## config.mk

```make
export PLATFORM = sky130hd
export DESIGN_NAME = tick_sched
export DESIGN_NICKNAME = d
export VERILOG_FILES = /design/src/rtl/tick_sched_pkg.sv /design/src/rtl/tick_sched_chan.sv /design/src/rtl/tick_sched.sv
export SDC_FILE = /design/constraint.sdc
export NUM_CORES = 1
export LEC_CHECK = 0
export CAP_MARGIN = 40
export CORE_MARGIN = 4
export CORE_UTILIZATION = 60
export CTS_CLUSTER_DIAMETER = 30
export CTS_CLUSTER_SIZE = 20
export DETAILED_ROUTE_END_ITERATION = 16
export GPL_TIMING_DRIVEN = 0
export PLACE_DENSITY = 0.75
export SYNTH_ARGS = -nofsm -noshare
export SYNTH_HDL_FRONTEND = slang
export SYNTH_SLANG_ARGS = --single-unit
```

## constraint.sdc

```tcl
create_clock -name clk -period 3 [get_ports clk]
set_input_delay 0.45 -clock clk [delete_from_list [all_inputs] [get_ports clk]]
set_output_delay 0.45 -clock clk [all_outputs]
set_load 0.01 [all_outputs]
```

## src/rtl/tick_sched_pkg.sv

```systemverilog
// Shared defaults and config FSM state type for the tick scheduler.
package tick_sched_pkg;

    localparam int PRESCALE_DEF = 50000;
    localparam int NUM_CH_DEF   = 4;
    localparam int PERIOD_W_DEF = 16;

    typedef enum logic [0:0] {
        IDLE  = 1'b0,
        APPLY = 1'b1
    } cfg_state_t;

endpackage

```

## src/rtl/tick_sched_chan.sv

```systemverilog
// One scheduled channel: period/enable registers, base-tick counter,
// tick pulse and square-wave toggle.
module tick_chan #(
    parameter int PERIOD_W = 16
) (
    input  logic                clk,
    input  logic                rst,
    input  logic                base_tick,
    input  logic                set,
    input  logic [PERIOD_W-1:0] set_period,
    input  logic                set_en,
    output logic                tick,
    output logic                clk_out
);

    logic [PERIOD_W-1:0] period;
    logic [PERIOD_W-1:0] count;
    logic                en;
    logic                active;

    assign active = en && (period != '0);

    // A config write wins over a coincident base tick: that tick is dropped.
    always_ff @(posedge clk) begin
        if (rst) begin
            period  <= '0;
            count   <= '0;
            en      <= 1'b0;
            tick    <= 1'b0;
            clk_out <= 1'b0;
        end else if (set) begin
            period  <= set_period;
            en      <= set_en;
            count   <= '0;
            tick    <= 1'b0;
            clk_out <= 1'b0;
        end else begin
            tick <= 1'b0;
            if (base_tick && active) begin
                if (count == period - PERIOD_W'(1)) begin
                    count   <= '0;
                    tick    <= 1'b1;
                    clk_out <= ~clk_out;
                end else begin
                    count <= count + PERIOD_W'(1);
                end
            end
        end
    end

endmodule

```

## src/rtl/tick_sched.sv

```systemverilog
// Prescaled base tick feeding NUM_CH programmable tick channels,
// configured through a two-state valid/ready write port.
module tick_sched
    import tick_sched_pkg::*;
#(
    parameter int PRESCALE = PRESCALE_DEF,
    parameter int NUM_CH   = NUM_CH_DEF,
    parameter int PERIOD_W = PERIOD_W_DEF,
    localparam int CH_W    = (NUM_CH > 1) ? $clog2(NUM_CH) : 1
) (
    input  logic                clk,
    input  logic                rst,
    input  logic                cfg_valid,
    output logic                cfg_ready,
    input  logic [CH_W-1:0]     cfg_ch,
    input  logic [PERIOD_W-1:0] cfg_period,
    input  logic                cfg_en,
    output logic                cfg_err,
    output logic                base_tick,
    output logic [NUM_CH-1:0]   tick_o,
    output logic [NUM_CH-1:0]   clk_o
);

    localparam int PS_W = (PRESCALE > 1) ? $clog2(PRESCALE) : 1;
    localparam logic [PS_W-1:0] PS_LAST = PS_W'(PRESCALE - 1);

    logic [PS_W-1:0]     ps_cnt;
    cfg_state_t          state;
    logic [CH_W-1:0]     ch_q;
    logic [PERIOD_W-1:0] period_q;
    logic                en_q;
    logic                apply;

    always_ff @(posedge clk) begin
        if (rst) begin
            ps_cnt    <= '0;
            base_tick <= 1'b0;
        end else begin
            base_tick <= (ps_cnt == PS_LAST);
            ps_cnt    <= (ps_cnt == PS_LAST) ? '0 : ps_cnt + PS_W'(1);
        end
    end

    assign cfg_ready = !rst && (state == IDLE);
    assign apply     = (state == APPLY);

    always_ff @(posedge clk) begin
        if (rst) begin
            state    <= IDLE;
            ch_q     <= '0;
            period_q <= '0;
            en_q     <= 1'b0;
            cfg_err  <= 1'b0;
        end else begin
            case (state)
                IDLE: begin
                    cfg_err <= 1'b0;
                    if (cfg_valid) begin
                        ch_q     <= cfg_ch;
                        period_q <= cfg_period;
                        en_q     <= cfg_en;
                        state    <= APPLY;
                    end
                end
                APPLY: begin
                    cfg_err <= en_q && (period_q == '0);
                    state   <= IDLE;
                end
                default: begin
                    cfg_err <= 1'b0;
                    state   <= IDLE;
                end
            endcase
        end
    end

    for (genvar i = 0; i < NUM_CH; i++) begin : g_ch
        tick_chan #(
            .PERIOD_W(PERIOD_W)
        ) u_chan (
            .clk       (clk),
            .rst       (rst),
            .base_tick (base_tick),
            .set       (apply && (ch_q == CH_W'(i))),
            .set_period(period_q),
            .set_en    (en_q),
            .tick      (tick_o[i]),
            .clk_out   (clk_o[i])
        );
    end

endmodule

```

==> report_table.html, run 1 <==
<table>
<tr><th>Metric</th><th>Value</th></tr>
<tr><th colspan="2">Floorplanning</th></tr>
<tr><td>Height of the chip</td><td>132.2 um</td></tr>
<tr><td>Die Outline Area</td><td>17,480 um2</td></tr>
<tr><td>Starting density of the core</td><td>61.11%</td></tr>
<tr><td>Standard-cell rows</td><td>45</td></tr>
<tr><td>I/O Pins</td><td>33</td></tr>
<tr><td>Total core area</td><td>15,150 um2</td></tr>
<tr><td>Horizontal die dimension</td><td>132.2 um</td></tr>
<tr><th colspan="2">Global routing</th></tr>
<tr><td>Wire length of the first global-routing pass</td><td>35,960 um</td></tr>
<tr><td>Largest net degree at the start of global routing</td><td>17</td></tr>
<tr><td>Number of antenna violations at the first check in global routing</td><td>0</td></tr>
<tr><td>Sum of overflow across all layers after global routing</td><td>0</td></tr>
<tr><td>Global router's overall resource usage</td><td>24.75%</td></tr>
<tr><td>Number of global-route vias before repair</td><td>7,395</td></tr>
<tr><th colspan="2">Detailed routing</th></tr>
<tr><td>Initial DRT Pass Iterations</td><td>7</td></tr>
<tr><td>Drt wl/cell</td><td>15.51 um</td></tr>
<tr><td>DRC violation total after the first TritonRoute iteration</td><td>494</td></tr>
<tr><td>Post-route DRC violation count</td><td>0</td></tr>
<tr><td>Final antenna-violating net count</td><td>0</td></tr>
<tr><td>Vias per inst</td><td>5.688</td></tr>
<tr><td>Detailed-route wire length</td><td>21,950 um</td></tr>
<tr><td>Total number of vias</td><td>8,048</td></tr>
<tr><th colspan="2">Timing</th></tr>
<tr><td>Final setup vio count</td><td>0</td></tr>
<tr><td>Count of final max-slew check failures</td><td>0</td></tr>
<tr><td>Fmax achieved</td><td>0.3496 GHz</td></tr>
<tr><td>Slew at the pin with the worst max-slew slack</td><td>0.7354 ns</td></tr>
<tr><td>Worst setup skew after layout</td><td>0.006763 ns</td></tr>
<tr><td>Count of final hold-check violations</td><td>0</td></tr>
<tr><td>Worst slew slack as a fraction of its limit</td><td>50.52%</td></tr>
<tr><td>Final clock period utilization by the worst path</td><td>95.33%</td></tr>
<tr><td>Shortest period the worst path allows</td><td>2.860 ns</td></tr>
<tr><td>Total negative slack for setup checks</td><td>0 ns</td></tr>
<tr><th colspan="2">Finish</th></tr>
<tr><td>Number of antenna repair diodes</td><td>0</td></tr>
<tr><td>Commonest non-fill, non-tap cell in the layout</td><td>nand2_1</td></tr>
<tr><td>Most frequent cells in the layout</td><td>nand2_1 (229), dfxtp_1 (177), nor2_1 (123)</td></tr>
<tr><td>Share of cells above drive strength 1</td><td>6.520%</td></tr>
<tr><td>Layout Area Growth over Synthesis</td><td>13.19%</td></tr>
<tr><td>Nets@finish</td><td>1,247</td></tr>
<tr><th colspan="2">Hold path</th></tr>
<tr><td>Hold path startpoint</td><td>ps_cnt[0]</td></tr>
<tr><td>Class of the tightest hold or removal check</td><td>flip-flop to flip-flop</td></tr>
<tr><th colspan="2">Critical path</th></tr>
<tr><td>CP endpoint kind</td><td>flip-flop</td></tr>
<tr><td>Family with the most delay on the worst path</td><td>simple AND/OR/NAND/NOR gates</td></tr>
<tr><td>Register-to-register setup slack</td><td>0.14 ns</td></tr>
<tr><td>Number of gates on the worst path with buffers counted</td><td>10</td></tr>
<tr><td>Critical path class</td><td>flip-flop to flip-flop</td></tr>
<tr><td>Delay of the slowest cell on the worst path</td><td>0.48 ns</td></tr>
<tr><td>Capture instance of the worst register-to-register path</td><td>g_ch[2].u_chan.count[9]</td></tr>
<tr><td>Critical Path AT</td><td>3.18 ns</td></tr>
<tr><td>Number of cell instances on the worst register-to-register path</td><td>10</td></tr>
<tr><td>Sort of element at the start of the critical path</td><td>flip-flop</td></tr>
<tr><td>First element of the critical path</td><td>g_ch[2].u_chan.period[0]</td></tr>
<tr><td>Crit-path max FO</td><td>10</td></tr>
<tr><td>Cell Chain, Critical Path</td><td>inv_1 &gt; ha_1 &gt; nor2b_1 &gt; and4b_1 &gt; or3b_2 &gt; a211oi_2 &gt; o2111ai_2 &gt; nand2_2 &gt; buf_6 &gt; nor2_1</td></tr>
<tr><td>Buf/Inv on CP</td><td>2</td></tr>
<tr><td>Data required, critical path</td><td>3.32 ns</td></tr>
<tr><td>Launching point of the worst reg2reg path</td><td>g_ch[2].u_chan.period[0]</td></tr>
<tr><td>Worst-path cell with the longest stage delay</td><td>dfxtp_1</td></tr>
<tr><td>Worst setup path end</td><td>g_ch[2].u_chan.count[9]</td></tr>
<tr><th colspan="2">Placement</th></tr>
<tr><td>Final RePlAce weighted congestion</td><td>0.8667</td></tr>
<tr><td>HPWL after detailed placement</td><td>15,660 um</td></tr>
<tr><td>IO Port Bufs</td><td>32</td></tr>
<tr><th colspan="2">Clock tree</th></tr>
<tr><td>Maximum count of clock buffers along a single path</td><td>2</td></tr>
<tr><td>Number of hold-repair buffers added at the cts stage</td><td>0</td></tr>
<tr><td>Cts bufs inserted</td><td>17</td></tr>
<tr><td>CTS tree</td><td>built</td></tr>
<tr><td>Clock-pin slew reported for the worst setup and hold paths after clock tree synthesis</td><td>0.06 ns</td></tr>
<tr><td>Buffer type at the clock tree root</td><td>clkbuf_16</td></tr>
<tr><td>Deepest level of the CTS H-tree</td><td>4</td></tr>
<tr><td>Sinks on the clock net</td><td>178</td></tr>
<tr><td>Clock latency at the later pin of the worst-skew pair</td><td>0.43 ns</td></tr>
<tr><th colspan="2">Status</th></tr>
<tr><td>Status</td><td>complete, no violations</td></tr>
<tr><th colspan="2">Synthesis</th></tr>
<tr><td>Share of the synthesized area in the top cell type</td><td>38.50%</td></tr>
<tr><td>Net count of the mapped netlist</td><td>1,193</td></tr>
<tr><td>Ys Warns</td><td>0</td></tr>
<tr><td>Sequential area share after synthesis</td><td>38.50%</td></tr>
<tr><td>Syn Area/Cell</td><td>7.965 um2</td></tr>
<tr><td>Leading area contributor after synthesis</td><td>dfxtp_1</td></tr>
<tr><td>Number of enable-type register cells in the synthesized netlist</td><td>0</td></tr>
<tr><td>Asr flop ratio synth</td><td>0%</td></tr>
<tr><td>Synth Register Bits</td><td>178</td></tr>
<tr><td>Ys flop type</td><td>dfxtp_1</td></tr>
<tr><td>Cells taking the most area after synthesis</td><td>dfxtp_1 (39%), nand2_1 (9.3%), xor2_1 (6.9%)</td></tr>
<tr><td>Post-Syn Instances</td><td>1,162</td></tr>
<tr><td>Cell area after technology mapping</td><td>9255 um2</td></tr>
<tr><td>Number of different library cells in the post-synthesis netlist</td><td>72</td></tr>
<tr><th colspan="2">Power</th></tr>
<tr><td>Worst IR drop on VDD</td><td>0.5248 mV</td></tr>
<tr><td>Cell area power density</td><td>467.2 nW/um2</td></tr>
<tr><td>Leakage power</td><td>3.798 nW</td></tr>
<tr><td>Total Power Consumption</td><td>4.894 mW</td></tr>
<tr><th colspan="2">Run</th></tr>
<tr><td>Count of maximum capacitance violations</td><td>0</td></tr>
</table>
area by class of cell:
type / instances / area, um2
fill: 1256 / 4669
clock inverter: 11 / 130.1
clock buffer: 19 / 442.9
sequential: 178 / 3565
buffer: 70 / 341.6
tap: 188 / 235.2
inverter: 15 / 56.30
multi-input combinational: 898 / 5359
timing repair buffer: 36 / 346.6
worst min-delay path by stage:
stage	to	slack (ns)	depth (start not counted)
final	ps_cnt[0]	0.44	1
after global routing	ps_cnt[0]	0.46	1
after CTS	ps_cnt[0]	0.44	1
after detailed placement	ps_cnt[0]	0.43	1
after global placement	ps_cnt[0]	0.43	1
after floorplan	ps_cnt[0]	0.41	1
kinds of logic after synthesis:
kind of cell	count (synthesis)	share of synthesized area [%]
compound gates	172	11.63
xor+xnor	146	13.97
fa+ha+maj	9	1.217
buf+inv	86	4.326
flops	178	38.50
mux	9	0.9869
simple gates	562	29.38
worst register-to-register path, cell delays in order, from the launching register on:
cell	delay [ns]
dfxtp_1	0.48
inv_1	0.08
ha_1	0.30
nor2b_1	0.19
and4b_1	0.20
or3b_2	0.47
a211oi_2	0.33
o2111ai_2	0.24
nand2_2	0.22
buf_6	0.17
nor2_1	0.05
power breakdown:
part / internal, mW / switching, mW / total (mW) / leakage, nW
combinational: 0.108 / 0.158 / 0.266 / 2.09
clock: 1.25 / 0.946 / 2.19 / 0.274
sequential: 2.39 / 0.0456 / 2.43 / 1.44
state kept, by name (all words and copies together), names as in the netlist, 2 cells and up:
name,cells
period_q,16
ch_q,2
g_ch.u_chan.en,4
g_ch.u_chan.period,64
ps_cnt,16
g_ch.u_chan.count,64
g_ch.u_chan.clk_out,4
g_ch.u_chan.tick,4
stage by stage:
stage / instance area, um2 / setup WS [ns] / hold slack (ns) / std cells / util (%)
floorplan: 9255 / 0.4317 / 0.4130 / 1162 / -
global placement: 9811 / -0.08041 / 0.4286 / 1382 / 64.77
detailed placement: 9814 / -0.07791 / 0.4316 / 1383 / 64.80
CTS: 10410 / 0.02112 / 0.4440 / 1413 / 68.72
global route: 10480 / -0.07926 / 0.4636 / 1415 / 69.17
finish: 10480 / 0.1400 / 0.4389 / 1415 / 69.17
per-layer routing:
metal	global-route usage (%)	up-vias	routed length [um]
li1	-	4087	-
met1	33.84	3714	10230
met2	39.71	209	10160
met3	4.847	38	1112
met4	7.794	0	446
met5	0	-	0
timing repair:
item / CTS / global route
endpoints found under the setup margin: 21 / 55
resized for setup: 4 / 12
setup buffers: 0 / 3
gates cloned: 0 / 0
pin swaps: 0 / 3
cells in the mapped netlist (all sizes together) (4+ instances only):
cell type	number
nand2b	12
nor3b	8
and4	13
xor2	73
a31oi	5
or4	6
dfxtp	178
ha	9
o21ai	11
nand4	20
a21oi	100
a21boi	4
inv	15
clkbuf	52
nor4	26
o311ai	4
and4b	4
nand2	231
nor3	32
xnor2	72
nor2	124
a211oi	7
mux2i	8
or2	5
or3	7
o2111ai	5
and3	21
o211ai	4
nand3	31
and2	5
buf	19
Power figures use the tool's default switching activity.
==> run 2, diff against run 1 <==
--- a/config.mk
+++ b/config.mk
@@ -7,12 +7,12 @@
 export LEC_CHECK = 0
 export CAP_MARGIN = 40
 export CORE_MARGIN = 4
-export CORE_UTILIZATION = 60
+export CORE_UTILIZATION = 56
 export CTS_CLUSTER_DIAMETER = 30
-export CTS_CLUSTER_SIZE = 20
+export CTS_CLUSTER_SIZE = 8
 export DETAILED_ROUTE_END_ITERATION = 16
 export GPL_TIMING_DRIVEN = 0
-export PLACE_DENSITY = 0.75
+export PLACE_DENSITY = 0.74
 export SYNTH_ARGS = -nofsm -noshare
 export SYNTH_HDL_FRONTEND = slang
 export SYNTH_SLANG_ARGS = --single-unit
==> constraint.sdc (replaced) <==
create_clock -name clk -period 2.4 [get_ports clk]
set_input_delay 0.36 -clock clk [delete_from_list [all_inputs] [get_ports clk]]
set_output_delay 0.36 -clock clk [all_outputs]
set_load 0.01 [all_outputs]
==> run 2 against run 1 <==
Effect of this change: the run now ends with negative setup slack left; utilization up 1.9 points; global-route usage grew 0.16 points; register-to-register slack worse by 0.36 ns; non-clock buffer count up 24; clock power increased by 32%; critical path depth fell by 1; largest power group unchanged; highest routed layer unchanged.
==> report_table.html, run 2 (same netlist as run 1, synthesis figures left out) <==
<table>
<tr><th>Metric</th><th>Value</th></tr>
<tr><th colspan="2">Detailed routing</th></tr>
<tr><td>Total number of vias</td><td>8,438 (+4.8%)</td></tr>
<tr><td>Drt wl/cell</td><td>15.92 um (+2.6%)</td></tr>
<tr><td>Final antenna-violating net count</td><td>0 (unchanged)</td></tr>
<tr><td>DRC violation total after the first TritonRoute iteration</td><td>669 (+35%)</td></tr>
<tr><td>Initial DRT Pass Iterations</td><td>5 (-2)</td></tr>
<tr><td>Post-route DRC violation count</td><td>0 (unchanged)</td></tr>
<tr><td>Vias per inst</td><td>5.744 (+0.99%)</td></tr>
<tr><td>Detailed-route wire length</td><td>23,390 um (+6.6%)</td></tr>
<tr><th colspan="2">Timing</th></tr>
<tr><td>Final setup vio count</td><td>39 (+39)</td></tr>
<tr><td>Worst slew slack as a fraction of its limit</td><td>56.66% (+6.1 points)</td></tr>
<tr><td>Slew at the pin with the worst max-slew slack</td><td>0.6501 ns (-0.08524 ns)</td></tr>
<tr><td>Count of final max-slew check failures</td><td>0 (unchanged)</td></tr>
<tr><td>Worst setup skew after layout</td><td>0.009137 ns (+0.002374 ns)</td></tr>
<tr><td>Count of final hold-check violations</td><td>0 (unchanged)</td></tr>
<tr><td>RSZ-0062 raised after global routing</td><td>yes</td></tr>
<tr><td>Fmax achieved</td><td>0.3816 GHz (+9.1%)</td></tr>
<tr><td>Post-layout worst setup margin</td><td>-0.2204 ns (-0.3604 ns)</td></tr>
<tr><td>Shortest period the worst path allows</td><td>2.620 ns (-0.2396 ns)</td></tr>
<tr><td>Final clock period utilization by the worst path</td><td>109.2% (+14 points)</td></tr>
<tr><th colspan="2">Run</th></tr>
<tr><td>Count of maximum capacitance violations</td><td>0 (unchanged)</td></tr>
<tr><th colspan="2">Global routing</th></tr>
<tr><td>Number of antenna violations at the first check in global routing</td><td>0 (unchanged)</td></tr>
<tr><td>Wire length of the first global-routing pass</td><td>37,130 um (+3.3%)</td></tr>
<tr><td>Number of global-route vias before repair</td><td>7,670 (+3.7%)</td></tr>
<tr><td>Global router's overall resource usage</td><td>24.91% (+0.16 points)</td></tr>
<tr><td>Largest net degree at the start of global routing</td><td>20 (+3)</td></tr>
<tr><td>Sum of overflow across all layers after global routing</td><td>0 (unchanged)</td></tr>
<tr><th colspan="2">Floorplanning</th></tr>
<tr><td>Total core area</td><td>16,060 um2 (+6.0%)</td></tr>
<tr><td>Starting density of the core</td><td>57.64% (-3.5 points)</td></tr>
<tr><td>Horizontal die dimension</td><td>136.6 um (+3.3%)</td></tr>
<tr><td>Die Outline Area</td><td>18,650 um2 (+6.7%)</td></tr>
<tr><td>I/O Pins</td><td>33 (unchanged)</td></tr>
<tr><td>Standard-cell rows</td><td>46 (+2.2%)</td></tr>
<tr><td>Height of the chip</td><td>136.6 um (+3.3%)</td></tr>
<tr><th colspan="2">Status</th></tr>
<tr><td>Status</td><td>complete, but fails checks</td></tr>
<tr><td>Failing checks</td><td>negative setup slack</td></tr>
<tr><th colspan="2">Clock tree</th></tr>
<tr><td>Cts bufs inserted</td><td>17 (unchanged)</td></tr>
<tr><td>Buffer type at the clock tree root</td><td>clkbuf_16</td></tr>
<tr><td>Maximum count of clock buffers along a single path</td><td>2 (unchanged)</td></tr>
<tr><td>Clock latency at the later pin of the worst-skew pair</td><td>0.44 ns (about the same)</td></tr>
<tr><td>Clock-pin slew reported for the worst setup and hold paths after clock tree synthesis</td><td>0.07 ns (about the same)</td></tr>
<tr><td>Sinks on the clock net</td><td>178 (unchanged)</td></tr>
<tr><td>CTS tree</td><td>built</td></tr>
<tr><td>Deepest level of the CTS H-tree</td><td>4 (unchanged)</td></tr>
<tr><th colspan="2">Placement</th></tr>
<tr><td>Placement Setup Slack</td><td>-0.5853 ns (-0.5073 ns)</td></tr>
<tr><td>Final RePlAce weighted congestion</td><td>0.8630 (-0.43%)</td></tr>
<tr><td>Placed cell areas</td><td>9908 um2 (+0.96%)</td></tr>
<tr><td>HPWL after detailed placement</td><td>15,720 um (+0.38%)</td></tr>
<tr><td>Number of placed instances with taps included</td><td>1,411 (+2.0%)</td></tr>
<tr><td>IO Port Bufs</td><td>32 (unchanged)</td></tr>
<tr><th colspan="2">Critical path</th></tr>
<tr><td>Critical path class</td><td>flip-flop to flip-flop</td></tr>
<tr><td>Critical Path AT</td><td>2.96 ns (-0.22 ns)</td></tr>
<tr><td>CP endpoint kind</td><td>flip-flop</td></tr>
<tr><td>Crit-path max FO</td><td>5 (-5)</td></tr>
<tr><td>Data required, critical path</td><td>2.74 ns (-0.58 ns)</td></tr>
<tr><td>Sort of element at the start of the critical path</td><td>flip-flop</td></tr>
<tr><th colspan="2">Hold path</th></tr>
<tr><td>Class of the tightest hold or removal check</td><td>flip-flop to flip-flop</td></tr>
<tr><th colspan="2">Finish</th></tr>
<tr><td>Number of antenna repair diodes</td><td>0 (unchanged)</td></tr>
<tr><td>Design Area, Final</td><td>11,410 um2 (+9.0%)</td></tr>
<tr><td>Largest registers</td><td>g_ch.u_chan.count (64), g_ch.u_chan.period (64)</td></tr>
<tr><td>Number of fill cells</td><td>1,256 (unchanged)</td></tr>
<tr><td>Share of cells above drive strength 1</td><td>17.32% (+11 points)</td></tr>
<tr><td>Non-filler instance count after layout</td><td>1,469 (+3.8%)</td></tr>
<tr><td>Commonest non-fill, non-tap cell in the layout</td><td>nand2_1</td></tr>
<tr><td>Most frequent cells in the layout</td><td>nand2_1 (229), dfxtp_1 (160), a21oi_1 (98)</td></tr>
<tr><td>Layout Area Growth over Synthesis</td><td>23.33%</td></tr>
<tr><td>Nets@finish</td><td>1,271 (+1.9%)</td></tr>
<tr><th colspan="2">Power</th></tr>
<tr><td>Cell area power density</td><td>554.0 nW/um2 (+19%)</td></tr>
<tr><td>Leakage power</td><td>4.078 nW (+7.4%)</td></tr>
<tr><td>Worst IR drop on VDD</td><td>0.5837 mV (+11%)</td></tr>
</table>
[run 2: changes by cell type in the layout (fill, tap and decap cells not counted), moves of 6 or more]
cell / change
buf_4: +26
buf_6: +6
clkbuf_1: -13
dfxtp_1: -17
dfxtp_2: +7
dfxtp_4: +10
nor2_1: -36
nor2_2: +17
nor2_4: +19
nor4_1: -7
[run 2: worst max-delay path, stage by stage, from the launching register on]
cell       delay (ns)
dfxtp_4          0.34
or4_4            0.55
a2111oi_4        0.23
o32ai_2          0.14
or4_4            0.56
nor4_4           0.20
or3_1            0.16
buf_6            0.14
clkbuf_16        0.14
nor2_1           0.04
[run 2: through the flow]
stage	utilization [%]	hold WS [ns]	total power, mW	setup TNS [ns]
3_5_place_dp	61.70	0.4403	3.432	-34.95
4_1_cts	67.91	0.4521	6.315	-4.183
6_report	71.08	0.4496	6.324	-4.804
5_1_grt	71.08	0.4810	6.531	-10.14
3_3_place_gp	61.63	0.4264	3.429	-35.07
2_1_floorplan	-	0.4130	3.306	-0.4983
[run 2: area by class of cell]
class                      instances  area, um2  area share, %
timing repair buffer              71      688.2          6.029
sequential                       178       3611          31.63
tap                              216      270.3          2.368
clock buffer                      18      439.2          3.847
clock inverter                    14      168.9          1.480
inverter                          15      58.81         0.5152
buffer                            59      340.3          2.981
multi-input combinational        898       5838          51.15
[run 2: report_power, final]
group	switching [mW]	internal (mW)
clock	1.28	1.60
combinational	0.229	0.182
sequential	0.0585	2.97
total	1.57	4.76
[run 2: what timing repair did]
action,in CTS,in global routing
pin swaps,20,54
gates cloned,1,3
setup endpoints to repair,73,70
hold buffers,0,0
gates resized for setup,64,107
setup buffers,21,14
[run 2: path summary, 6_finish.rpt]
kind,from,endpoint,slack (ns),cells after the start
max,g_ch[0].u_chan.period[2],g_ch[0].u_chan.count[5],-0.22,9
min,ps_cnt[0],ps_cnt[0],0.45,1
max reg2reg,g_ch[0].u_chan.period[2],g_ch[0].u_chan.count[5],-0.22,9
min reg2reg,ps_cnt[0],ps_cnt[0],0.45,1
[run 2: routing by layer]
metal  part of all wire, %  vias up  track usage (%)
met4                   1.9        0            8.399
met1                    46     3989            33.48
met3                   5.6       48            4.963
met5                     0        -                0
li1                      -     4164                -
met2                    47      237            40.17
==> run 3, diff against run 2 <==
--- a/config.mk
+++ b/config.mk
@@ -9,7 +9,7 @@
 export CORE_MARGIN = 4
 export CORE_UTILIZATION = 56
 export CTS_CLUSTER_DIAMETER = 30
-export CTS_CLUSTER_SIZE = 8
+export CTS_CLUSTER_SIZE = 40
 export DETAILED_ROUTE_END_ITERATION = 16
 export GPL_TIMING_DRIVEN = 0
 export PLACE_DENSITY = 0.74
==> results of run 3 <==
The final DEF is identical to that of run 2; final timing and power are the same.
